===== src/rtl/booth_pkg.sv =====
// Shared types and constants for the sequential Booth multiplier.
package booth_pkg;

  typedef enum logic [2:0] {
    IDLE,
    LOAD,
    ITER,
    UP_LO,
    UP_HI,
    DONE
  } state_t;

  typedef enum logic [2:0] {
    OP_ZERO,
    OP_PY,
    OP_P2Y,
    OP_MY,
    OP_M2Y
  } op_t;

  localparam logic [1:0] SEL_NONE = 2'b00;
  localparam logic [1:0] SEL_LO   = 2'b01;
  localparam logic [1:0] SEL_HI   = 2'b10;

endpackage


===== src/rtl/booth_recoder.sv =====
// Booth digit recoder: maps the multiplier window to an add/subtract selection.
// Radix-2 looks at win[1:0] = {X[0],e}; radix-4 uses the full {X[1],X[0],e}.
module booth_recoder
  import booth_pkg::*;
#(
  parameter bit RADIX4 = 1'b0
) (
  input  logic [2:0] win,
  output op_t        op
);

  // Decode the window into the partial-product selection.
  always_comb begin
    op = OP_ZERO;
    if (RADIX4) begin
      case (win)
        3'b001, 3'b010: op = OP_PY;
        3'b011:         op = OP_P2Y;
        3'b100:         op = OP_M2Y;
        3'b101, 3'b110: op = OP_MY;
        default:        op = OP_ZERO;
      endcase
    end else begin
      case (win[1:0])
        2'b01:   op = OP_PY;
        2'b10:   op = OP_MY;
        default: op = OP_ZERO;
      endcase
    end
  end

endmodule


===== src/rtl/booth_mult_seq.sv =====
// Sequential signed Booth multiplier (radix-2 or radix-4) with a two-beat
// selector-tagged product upload and a registered full product.
module booth_mult_seq
  import booth_pkg::*;
#(
  parameter int unsigned WIDTH  = 8,
  parameter bit          RADIX4 = 1'b0
) (
  input  logic                 clk,
  input  logic                 rst,
  input  logic                 start,
  input  logic [WIDTH-1:0]     x_in,
  input  logic [WIDTH-1:0]     y_in,
  output logic                 busy,
  output logic [WIDTH-1:0]     out_data,
  output logic [1:0]           out_sel,
  output logic                 out_valid,
  output logic [2*WIDTH-1:0]   product,
  output logic                 done
);

  localparam int unsigned K     = RADIX4 ? WIDTH / 2 : WIDTH;
  localparam int unsigned SHAMT = RADIX4 ? 2 : 1;
  localparam int unsigned CW    = $clog2(WIDTH + 1);
  localparam logic [CW-1:0] LAST = CW'(K - 1);

  state_t state, state_nx;

  logic signed [WIDTH+1:0]   a_q;
  logic [WIDTH-1:0]          x_q;
  logic [WIDTH-1:0]          y_q;
  logic                      e_q;
  logic [CW-1:0]             cnt;
  logic [2*WIDTH-1:0]        product_q;

  logic [2:0]                win;
  op_t                       op;
  logic signed [WIDTH+1:0]   y_ext;
  logic signed [WIDTH+1:0]   addend;
  logic signed [WIDTH+1:0]   sum;
  logic signed [2*WIDTH+2:0] cat;
  logic signed [2*WIDTH+2:0] shifted;

  assign win = RADIX4 ? {x_q[1:0], e_q} : {1'b0, x_q[0], e_q};

  booth_recoder #(.RADIX4(RADIX4)) u_recoder (
    .win (win),
    .op  (op)
  );

  // Partial-product selection, add and arithmetic shift of {A,X,e}.
  always_comb begin
    y_ext  = {{2{y_q[WIDTH-1]}}, y_q};
    addend = '0;
    case (op)
      OP_PY:   addend = y_ext;
      OP_P2Y:  addend = y_ext <<< 1;
      OP_MY:   addend = -y_ext;
      OP_M2Y:  addend = -(y_ext <<< 1);
      default: addend = '0;
    endcase
    sum     = a_q + addend;
    cat     = {sum, x_q, e_q};
    shifted = cat >>> SHAMT;
  end

  // State register.
  always_ff @(posedge clk or posedge rst) begin
    if (rst) state <= IDLE;
    else     state <= state_nx;
  end

  // Next-state logic.
  always_comb begin
    state_nx = state;
    case (state)
      IDLE:    if (start) state_nx = LOAD;
      LOAD:    state_nx = ITER;
      ITER:    if (cnt == LAST) state_nx = UP_LO;
      UP_LO:   state_nx = UP_HI;
      UP_HI:   state_nx = DONE;
      DONE:    state_nx = IDLE;
      default: state_nx = IDLE;
    endcase
  end

  // Datapath registers: operand capture, iteration, product latch.
  // Operands are captured on the accepting IDLE edge so LOAD only holds them.
  always_ff @(posedge clk or posedge rst) begin
    if (rst) begin
      a_q       <= '0;
      x_q       <= '0;
      y_q       <= '0;
      e_q       <= 1'b0;
      cnt       <= '0;
      product_q <= '0;
    end else begin
      case (state)
        IDLE: begin
          if (start) begin
            a_q <= '0;
            x_q <= x_in;
            y_q <= y_in;
            e_q <= 1'b0;
            cnt <= '0;
          end
        end
        ITER: begin
          a_q <= shifted[2*WIDTH+2 -: WIDTH+2];
          x_q <= shifted[WIDTH:1];
          e_q <= shifted[0];
          cnt <= cnt + 1'b1;
        end
        UP_HI:   product_q <= {a_q[WIDTH-1:0], x_q};
        default: ;
      endcase
    end
  end

  // Outputs decoded from the state register and datapath registers only.
  always_comb begin
    busy     = (state != IDLE);
    done     = (state == DONE);
    out_sel  = SEL_NONE;
    out_data = '0;
    case (state)
      UP_LO: begin
        out_sel  = SEL_LO;
        out_data = x_q;
      end
      UP_HI: begin
        out_sel  = SEL_HI;
        out_data = a_q[WIDTH-1:0];
      end
      default: ;
    endcase
    out_valid = (out_sel != SEL_NONE);
  end

  assign product = product_q;

endmodule


===== config.mk =====
export PLATFORM = sky130hd
export DESIGN_NAME = booth_mult_seq
export DESIGN_NICKNAME = d
export VERILOG_FILES = /design/src/rtl/booth_pkg.sv /design/src/rtl/booth_recoder.sv /design/src/rtl/booth_mult_seq.sv
export SDC_FILE = /design/constraint.sdc
export NUM_CORES = 1
export LEC_CHECK = 0
export BUFFER_PORTS_ARGS = -buffer_cell sky130_fd_sc_hd__buf_4
export CELL_PAD_IN_SITES_DETAIL_PLACEMENT = 0
export CELL_PAD_IN_SITES_GLOBAL_PLACEMENT = 1
export CORE_MARGIN = 2
export CORE_UTILIZATION = 40
export DETAILED_ROUTE_END_ITERATION = 12
export PLACE_DENSITY = 0.82
export SETUP_SLACK_MARGIN = 0.1
export SLEW_MARGIN = 20
export SYNTH_ARGS = -nofsm -noshare
export SYNTH_HDL_FRONTEND = slang
export SYNTH_SLANG_ARGS = --single-unit

===== constraint.sdc =====
create_clock -name clk -period 6.2 [get_ports clk]
set_clock_uncertainty 0.1 [all_clocks]
set_input_delay 0.93 -clock clk [delete_from_list [all_inputs] [get_ports clk]]
set_output_delay 0.93 -clock clk [all_outputs]
set_load 0.01 [all_outputs]

==> results.md, run 1 <==
* Status: complete, no violations
* # rows at 30
* Max-slew headroom at 0.434
* First-pass GRT wire length at 10.0 mm
* Fin Hold WS at slightly below 0.4 ns
* Worst vdd ir at between 0.0002 and 0.00025 V
* # setup viols final at 0
* Crit path to: a_q[8]
* Synth Cell Area at 2730 um^2
* Setup tns final at 0 ns
* Routed Antenna Nets at 0
* DR iter-0 viols at 80
* Worst skew pair latency at 0.29 ns
* Mapped Nets at ~310
* Port bufs at 47
* Ys Warns at 0
* Post-Synth Adder-Cell Area at 0.0715
* Register area share after synthesis at 0.449
* Synthesized instance count at 280
* Reg area at ~1200 um^2
* Ant diodes at 0
* Synth Area in XOR/XNOR at 0.0225
* Vias per cell at between 5 and 6
* Clock sinks at between 40 and 50
* Ys flop type: dfrtp_1
* Period minus WS final at just under 3 ns
* Post-synthesis mux area share at 0.120
* Core Footprint at between 6000 and 7000 um^2
* Total CTS buffers at 5
* I/O pins at between 40 and 50
* Largest net degree at the start of global routing at 50
* Pwr dens at 451 nW/um^2
* Worst Setup End Kind: register
* Die area at between 7000 and 8000 um^2
* Main combinational cell family by area after synthesis: compound AO/OA/AOI/OAI gates
* CTS clk-pin slew, worst paths at approximately 0.09 ns
* Hold_buf cts at 0
* Post-synth ARST share at 1.00
* Leakage dissipation at between 1.5 and 2 nW
* Final count of hold timing violations at 0
* Share of cells above drive strength 1 at 0.269
* Slew @ Worst Pin at between 0.8 and 0.9 ns
* MaxCap Viol Count at 0
* Arrival time at the worst endpoint at approximately 3 ns
* Number of flops mapped to enable cells by yosys at 0
* Layout Nets at 357
* CTS tree: built
* Final period utilization at 0.476
* Dpl hpwl at between 4 and 5 mm
* Die W at ~87 um
* Gpl congestion at about 0.86
* CP Class: reg2reg
* Initial Utilization at 0.409
* Initial antenna violation count at 0
* Min-delay worst type: reg2reg
* Vias at ~2,100
* Worst setup path startpoint: y_q[0]
* GRT Overall Usage at 0.166
* Max Fanout on Critical Path at 5
* Worst R2R Path Depth at 14
* Die Ht at roughly 87 um
* Register-to-register setup slack at 3.25 ns
* Layout filler cell count at ~650
* Synth Area in Compound Gates at 0.154
* Post-CTS setup buffers at 0
* Max Clock Freq at approximately 340 MHz
* FF-to-FF End: a_q[8]
* Vias in the first global route at 2,117
* CTS Root Cell: clkbuf_8
* RR Startpoint: y_q[0]
* WL final at slightly below 6 mm
* Area grow syn2layout at 18.1%
* Mean routed wirelength per cell at 14.6 um
* Setup crit start kind: register
* DRT Pass-1 Iters at 4
* Slew Limit Fails at 0
* RSZ-0062 raised after global routing: no
* CP required at roughly 6.3 ns
* Clock H-tree levels at 2
* Post-cts gate resize count at 0
* Mean post-synth cell area at just under 10 um^2
* Seq cells post-synth at 49
* Clock tree buffer depth at 2
* DRC Markers at 0
* Area of the multi-input gates at around 1400 um^2
* Distinct cell type count after synthesis at between 40 and 50
* Gr ovfl total at 0
* Post-synthesis simple-gate area fraction at 0.142
==> synth_stat cells (all sizes together), types with 2 or more instances <==
| cell | number | area (um^2) |
|---|---|---|
| dfrtp | 49 | 1230 |
| nand2 | 33 | 124 |
| o21ai | 25 | 129 |
| mux2 | 22 | 248 |
| nor2 | 22 | 82.6 |
| ha | 14 | 175 |
| inv | 14 | 52.6 |
| a21oi | 13 | 65.1 |
| a22o | 8 | 70.1 |
| buf | 8 | 42.5 |
| mux2i | 8 | 80.1 |
| nor3 | 8 | 40.0 |
| o22ai | 8 | 50.1 |
| clkbuf | 5 | 18.8 |
| nand3 | 4 | 20.0 |
| or2 | 4 | 25.0 |
| xnor2 | 4 | 35.0 |
| a31oi | 3 | 18.8 |
| xor2 | 3 | 26.3 |
| a22oi | 2 | 15.0 |
| nor2b | 2 | 12.5 |
| o21a | 2 | 15.0 |
| or3 | 2 | 13.8 |
==> cells in the final DEF, fill, tap and decap left out, types with 2 or more instances in the layout <==
cell type | netlist | routed
dfrtp_1 | 49 | 49
buf_4 | 2 | 49
nand2_1 | 33 | 33
o21ai_0 | 23 | 23
mux2_2 | 22 | 22
nor2_1 | 22 | 21
ha_1 | 14 | 14
inv_1 | 14 | 13
a21oi_1 | 13 | 13
o22ai_1 | 8 | 8
mux2i_1 | 8 | 8
nor3_1 | 8 | 8
a22o_1 | 8 | 8
clkbuf_8 | 0 | 5
or2_2 | 4 | 4
nand3_1 | 4 | 4
xnor2_1 | 4 | 4
a31oi_1 | 3 | 3
xor2_1 | 3 | 3
clkbuf_1 | 5 | 3
a22oi_1 | 2 | 2
nor2b_1 | 2 | 2
o21a_1 | 2 | 2
==> registers in the layout (all words and copies together) (netlist names) <==
| signal | count |
|---|---|
| y_q | 8 |
| state | 3 |
| x_q | 8 |
| a_q | 9 |
| cnt | 4 |
| product | 16 |
| e_q | 1 |
==> how the worst min path moves through the flow <==
stage	startpoint	cells after the start	to
finish	cnt[3]	1	cnt[3]
global route	product[3]	1	product[3]
CTS	cnt[3]	1	cnt[3]
detailed placement	cnt[3]	1	cnt[3]
global placement	cnt[3]	1	cnt[3]
floorplan	cnt[3]	1	cnt[3]
==> final cells by class <==
| type | instances | area share |
|---|---|---|
| well taps | 80 | 0.0310 |
| flip-flops and latches | 49 | 0.380 |
| clock buffers | 8 | 0.0248 |
| repair buffers | 49 | 0.114 |
| multi-input cells | 204 | 0.433 |
| inverters | 14 | 0.0167 |
==> kinds of logic (layout without fill, tap and decap cells) <==
family	after synthesis	after routing
flops	49	49
mux	30	30
compound gates	68	68
xor+xnor	7	7
buf+inv	27	71
fa+ha+maj	15	15
simple gates	84	84
==> per-layer routing <==
layer	global-route usage	vias to the layer above	share of wire
met5	0	-	0
met4	0.0298	0	0.0068
met3	0.0371	5	0.046
met2	0.271	38	0.48
met1	0.228	1000	0.47
li1	-	1069	-
==> worst max-delay path: stages, from the launching register on <==
cell,delay [ns]
dfrtp_1,0.39
inv_1,0.11
ha_1,0.20
nand2_1,0.11
nor3_1,0.20
nor3_1,0.07
a21oi_1,0.13
nor2_1,0.06
ha_1,0.35
a21oi_1,0.33
nand2_1,0.09
o32ai_1,0.28
xnor2_1,0.18
mux2i_1,0.20
nand2_1,0.06
==> stage by stage <==
step | total power, W | instances | utilization | area, um^2 | setup slack, ns
after floorplan | 0.00105 | 280 | - | 2730 | 3.53
after global placement | 0.00127 | 396 | 0.471 | 3140 | 3.23
after detailed placement | 0.00128 | 396 | 0.471 | 3140 | 3.24
after CTS | 0.00147 | 404 | 0.483 | 3220 | 3.22
after global routing | 0.00158 | 404 | 0.483 | 3230 | 2.97
final | 0.00145 | 404 | 0.483 | 3230 | 3.25
==> report_power, final <==
group | switching, W | total (W) | internal [W]
sequential | 0.000133 | 0.000581 | 0.000447
combinational | 0.000360 | 0.000691 | 0.000332
clock | 0.000101 | 0.000182 | 0.0000804
total | 0.000594 | 0.00145 | 0.000859
(Power assumes the default switching activity.)
==> run 2, diff against run 1 <==
==> constraint.sdc (replaced) <==
create_clock -name clk -period 3 [get_ports clk]
set_clock_uncertainty 0.1 [all_clocks]
set_input_delay 0.45 -clock clk [delete_from_list [all_inputs] [get_ports clk]]
set_output_delay 0.45 -clock clk [all_outputs]
set_load 0.01 [all_outputs]
==> run 2 against run 1 <==
Global-route usage is 0.91 points higher; sequential power is 110% higher; die area stayed put; register-to-register slack worse by 3.0 ns; sequential share of layout area is 3.3 points lower; largest power group unchanged; highest routed layer unchanged; critical endpoint unchanged.
==> results.md, run 2 (same netlist as run 1, synthesis figures left out) <==
* Slew Limit Fails at 0
* Post-layout util at 0.531
* Worst path cell trace: inv_2, ha_4, nand2_4, nor3_4, a21o_1, a21oi_1, nor2_2, ha_4, a21oi_4, nand2_1, o32ai_2, xnor2_1, mux2i_1, nand2_1
* Clock H-tree levels at 2
* FF-to-FF End: a_q[8]
* Worst path top cell family by delay: compound AO/OA/AOI/OAI gates
* CP max stage delay at 0.43 ns
* Largest net degree at the start of global routing at 33
* Slew @ Worst Pin at a little over 0.7 ns
* DP Worst Slack at -0.117 ns
* WL final at 6.50 mm
* Area grow syn2layout at 30.1%
* RR Startpoint: y_q[1]
* DR iter-0 viols at 118
* Final period utilization at 0.923
* Met1 Track Usage GR at 0.248
* Leakage dissipation at around 1.6 nW
* # setup viols final at 0
* DRT Pass-1 Iters at 4
* MaxCap Viol Count at 0
* Gpl congestion at roughly 0.86
* Die Ht at 86.6 um
* Vias per cell at around 5.3
* Worst setup path startpoint: y_q[1]
* Mean routed wirelength per cell at approximately 15 um
* Register-to-register setup slack at about 0.23 ns
* CP Class: reg2reg
* Grt met3 use at 0.0381
* Hold_buf cts at 0
* Crit path depth at 14
* CTS tree: built
* Setup tns final at 0 ns
* Final count of hold timing violations at 0
* Pwr dens at roughly 950 nW/um^2
* Crit path buffers/inverters at 1
* Vias at 2,224
* Clock tree buffer depth at 2
* Arrival time at the worst endpoint at about 2.9 ns
* Share of cells above drive strength 1 at 0.413
* CTS clk-pin slew, worst paths at approximately 0.10 ns
* Layout Nets at ~370
* Status: complete, no violations
* Worst skew pair latency at 0.31 ns
* PnR Total Power at between 0.003 and 0.004 W
* Placed instance count at between 400 and 500
* Vias in the first global route at 2,141
* GRT Overall Usage at 0.175
* Largest register FFs at 16
* Most common cell after layout, fill and taps aside: buf_4
* Top Usage Layer GRT: met2
* Max Fanout on Critical Path at 4
* Grt met2 use at 0.273
* I/O pins at 48
* Initial antenna violation count at 0
* Port bufs at between 40 and 50
* First-pass GRT wire length at between 10 and 15 mm
* Min-delay worst type: in2async
* Routed Antenna Nets at 0
* CP required at about 3.1 ns
* Clock sinks at 49
* Period minus WS final at around 2.8 ns
* Gr ovfl total at 0
* CP max stage cell: dfrtp_1
* Most frequent cells in the layout: buf_4 (66), dfrtp_1 (44), nand2_1 (32), mux2_2 (22)
* Layout filler cell count at between 500 and 600
* Area of the multi-input gates at between 1500 and 2000 um^2
* RSZ-0062 raised after global routing: yes
* Die W at a little under 90 um
* Core Footprint at between 6000 and 7000 um^2
* Setup WS post-layout at 0.232 ns
* Reg area at around 1200 um^2
* Ant diodes at 0
* Max-slew headroom at 0.521
* Worst vdd ir at between 0.0004 and 0.0005 V
* CTS Root Cell: clkbuf_8
* Dpl hpwl at between 4 and 5 mm
* Layout Cells excl Fill at about 420
* Total CTS buffers at 5
* Max Clock Freq at between 300 and 400 MHz
* Crit path to: a_q[8]
* Setup crit start kind: register
* Die area at between 7000 and 8000 um^2
* Worst R2R Path Depth at 14
* Initial Utilization at 0.409
* DRC Markers at 0
* # rows at 30
* Worst Setup End Kind: register
-- run 2: changes by cell type in the layout (fill, tap and decap cells not counted), sizes merged --
cell,previous run,this run
clkinvlp,0,2
inv,13,14
clkbuf,8,5
buf,49,66
-- run 2: power breakdown --
| part | total, W | internal, W | switching (W) |
|---|---|---|---|
| Sequential | 0.00123 | 0.000931 | 0.000298 |
| Combinational | 0.00175 | 0.000869 | 0.000880 |
| Clock | 0.000406 | 0.000166 | 0.000240 |
| Total | 0.00338 | 0.00197 | 0.00142 |
-- run 2: per-layer routing --
metal | up-vias | part of all wire | wire length [um]
met5 | - | 0 | 0
met1 | 1068 | 0.46 | 3020
li1 | 1104 | - | -
met3 | 4 | 0.050 | 328
met4 | 0 | 0.0052 | 34
met2 | 48 | 0.48 | 3120
-- run 2: timing repair --
item / 4_1_cts / 5_1_grt
resized for setup: 8 / 42
endpoints found under the setup margin: 2 / 4
pin swaps: 1 / 18
buffers inserted: 0 / 12
-- run 2: worst register-to-register path: stages, from the launching register on --
cell and delay [ns]:
dfrtp_1 0.43, inv_2 0.10, ha_4 0.16, nand2_4 0.07, nor3_4 0.19, a21o_1 0.13, a21oi_1 0.08, nor2_2 0.16
ha_4 0.24, a21oi_4 0.19, nand2_1 0.09, o32ai_2 0.30, xnor2_1 0.17, mux2i_1 0.20, nand2_1 0.06
-- run 2: worst min-delay path by stage --
stage / startpoint / end / cells after the start
after floorplan: cnt[3] / cnt[3] / 1
after global placement: rst / cnt[1] / 2
final: rst / state[1] / 2
after detailed placement: rst / cnt[2] / 2
after global routing: rst / cnt[2] / 2
after CTS: rst / product[5] / 2
-- run 2: layout make-up --
class / instances / share of cell area
multi-input combinational: 204 / 0.444
clock buffer: 5 / 0.0194
timing repair buffer: 66 / 0.140
sequential: 49 / 0.347
inverter: 14 / 0.0159
clock inverter: 3 / 0.00599
tap: 80 / 0.0282
-- run 2: metrics by stage --
stage | hold slack (ns) | instance area, um^2
final | 0.00625 | 3550
after global routing | 0.0278 | 3550
after CTS | 0.0164 | 3300
after detailed placement | 0.357 | 3180
after global placement | 0.357 | 3180
after floorplan | 0.351 | 2730
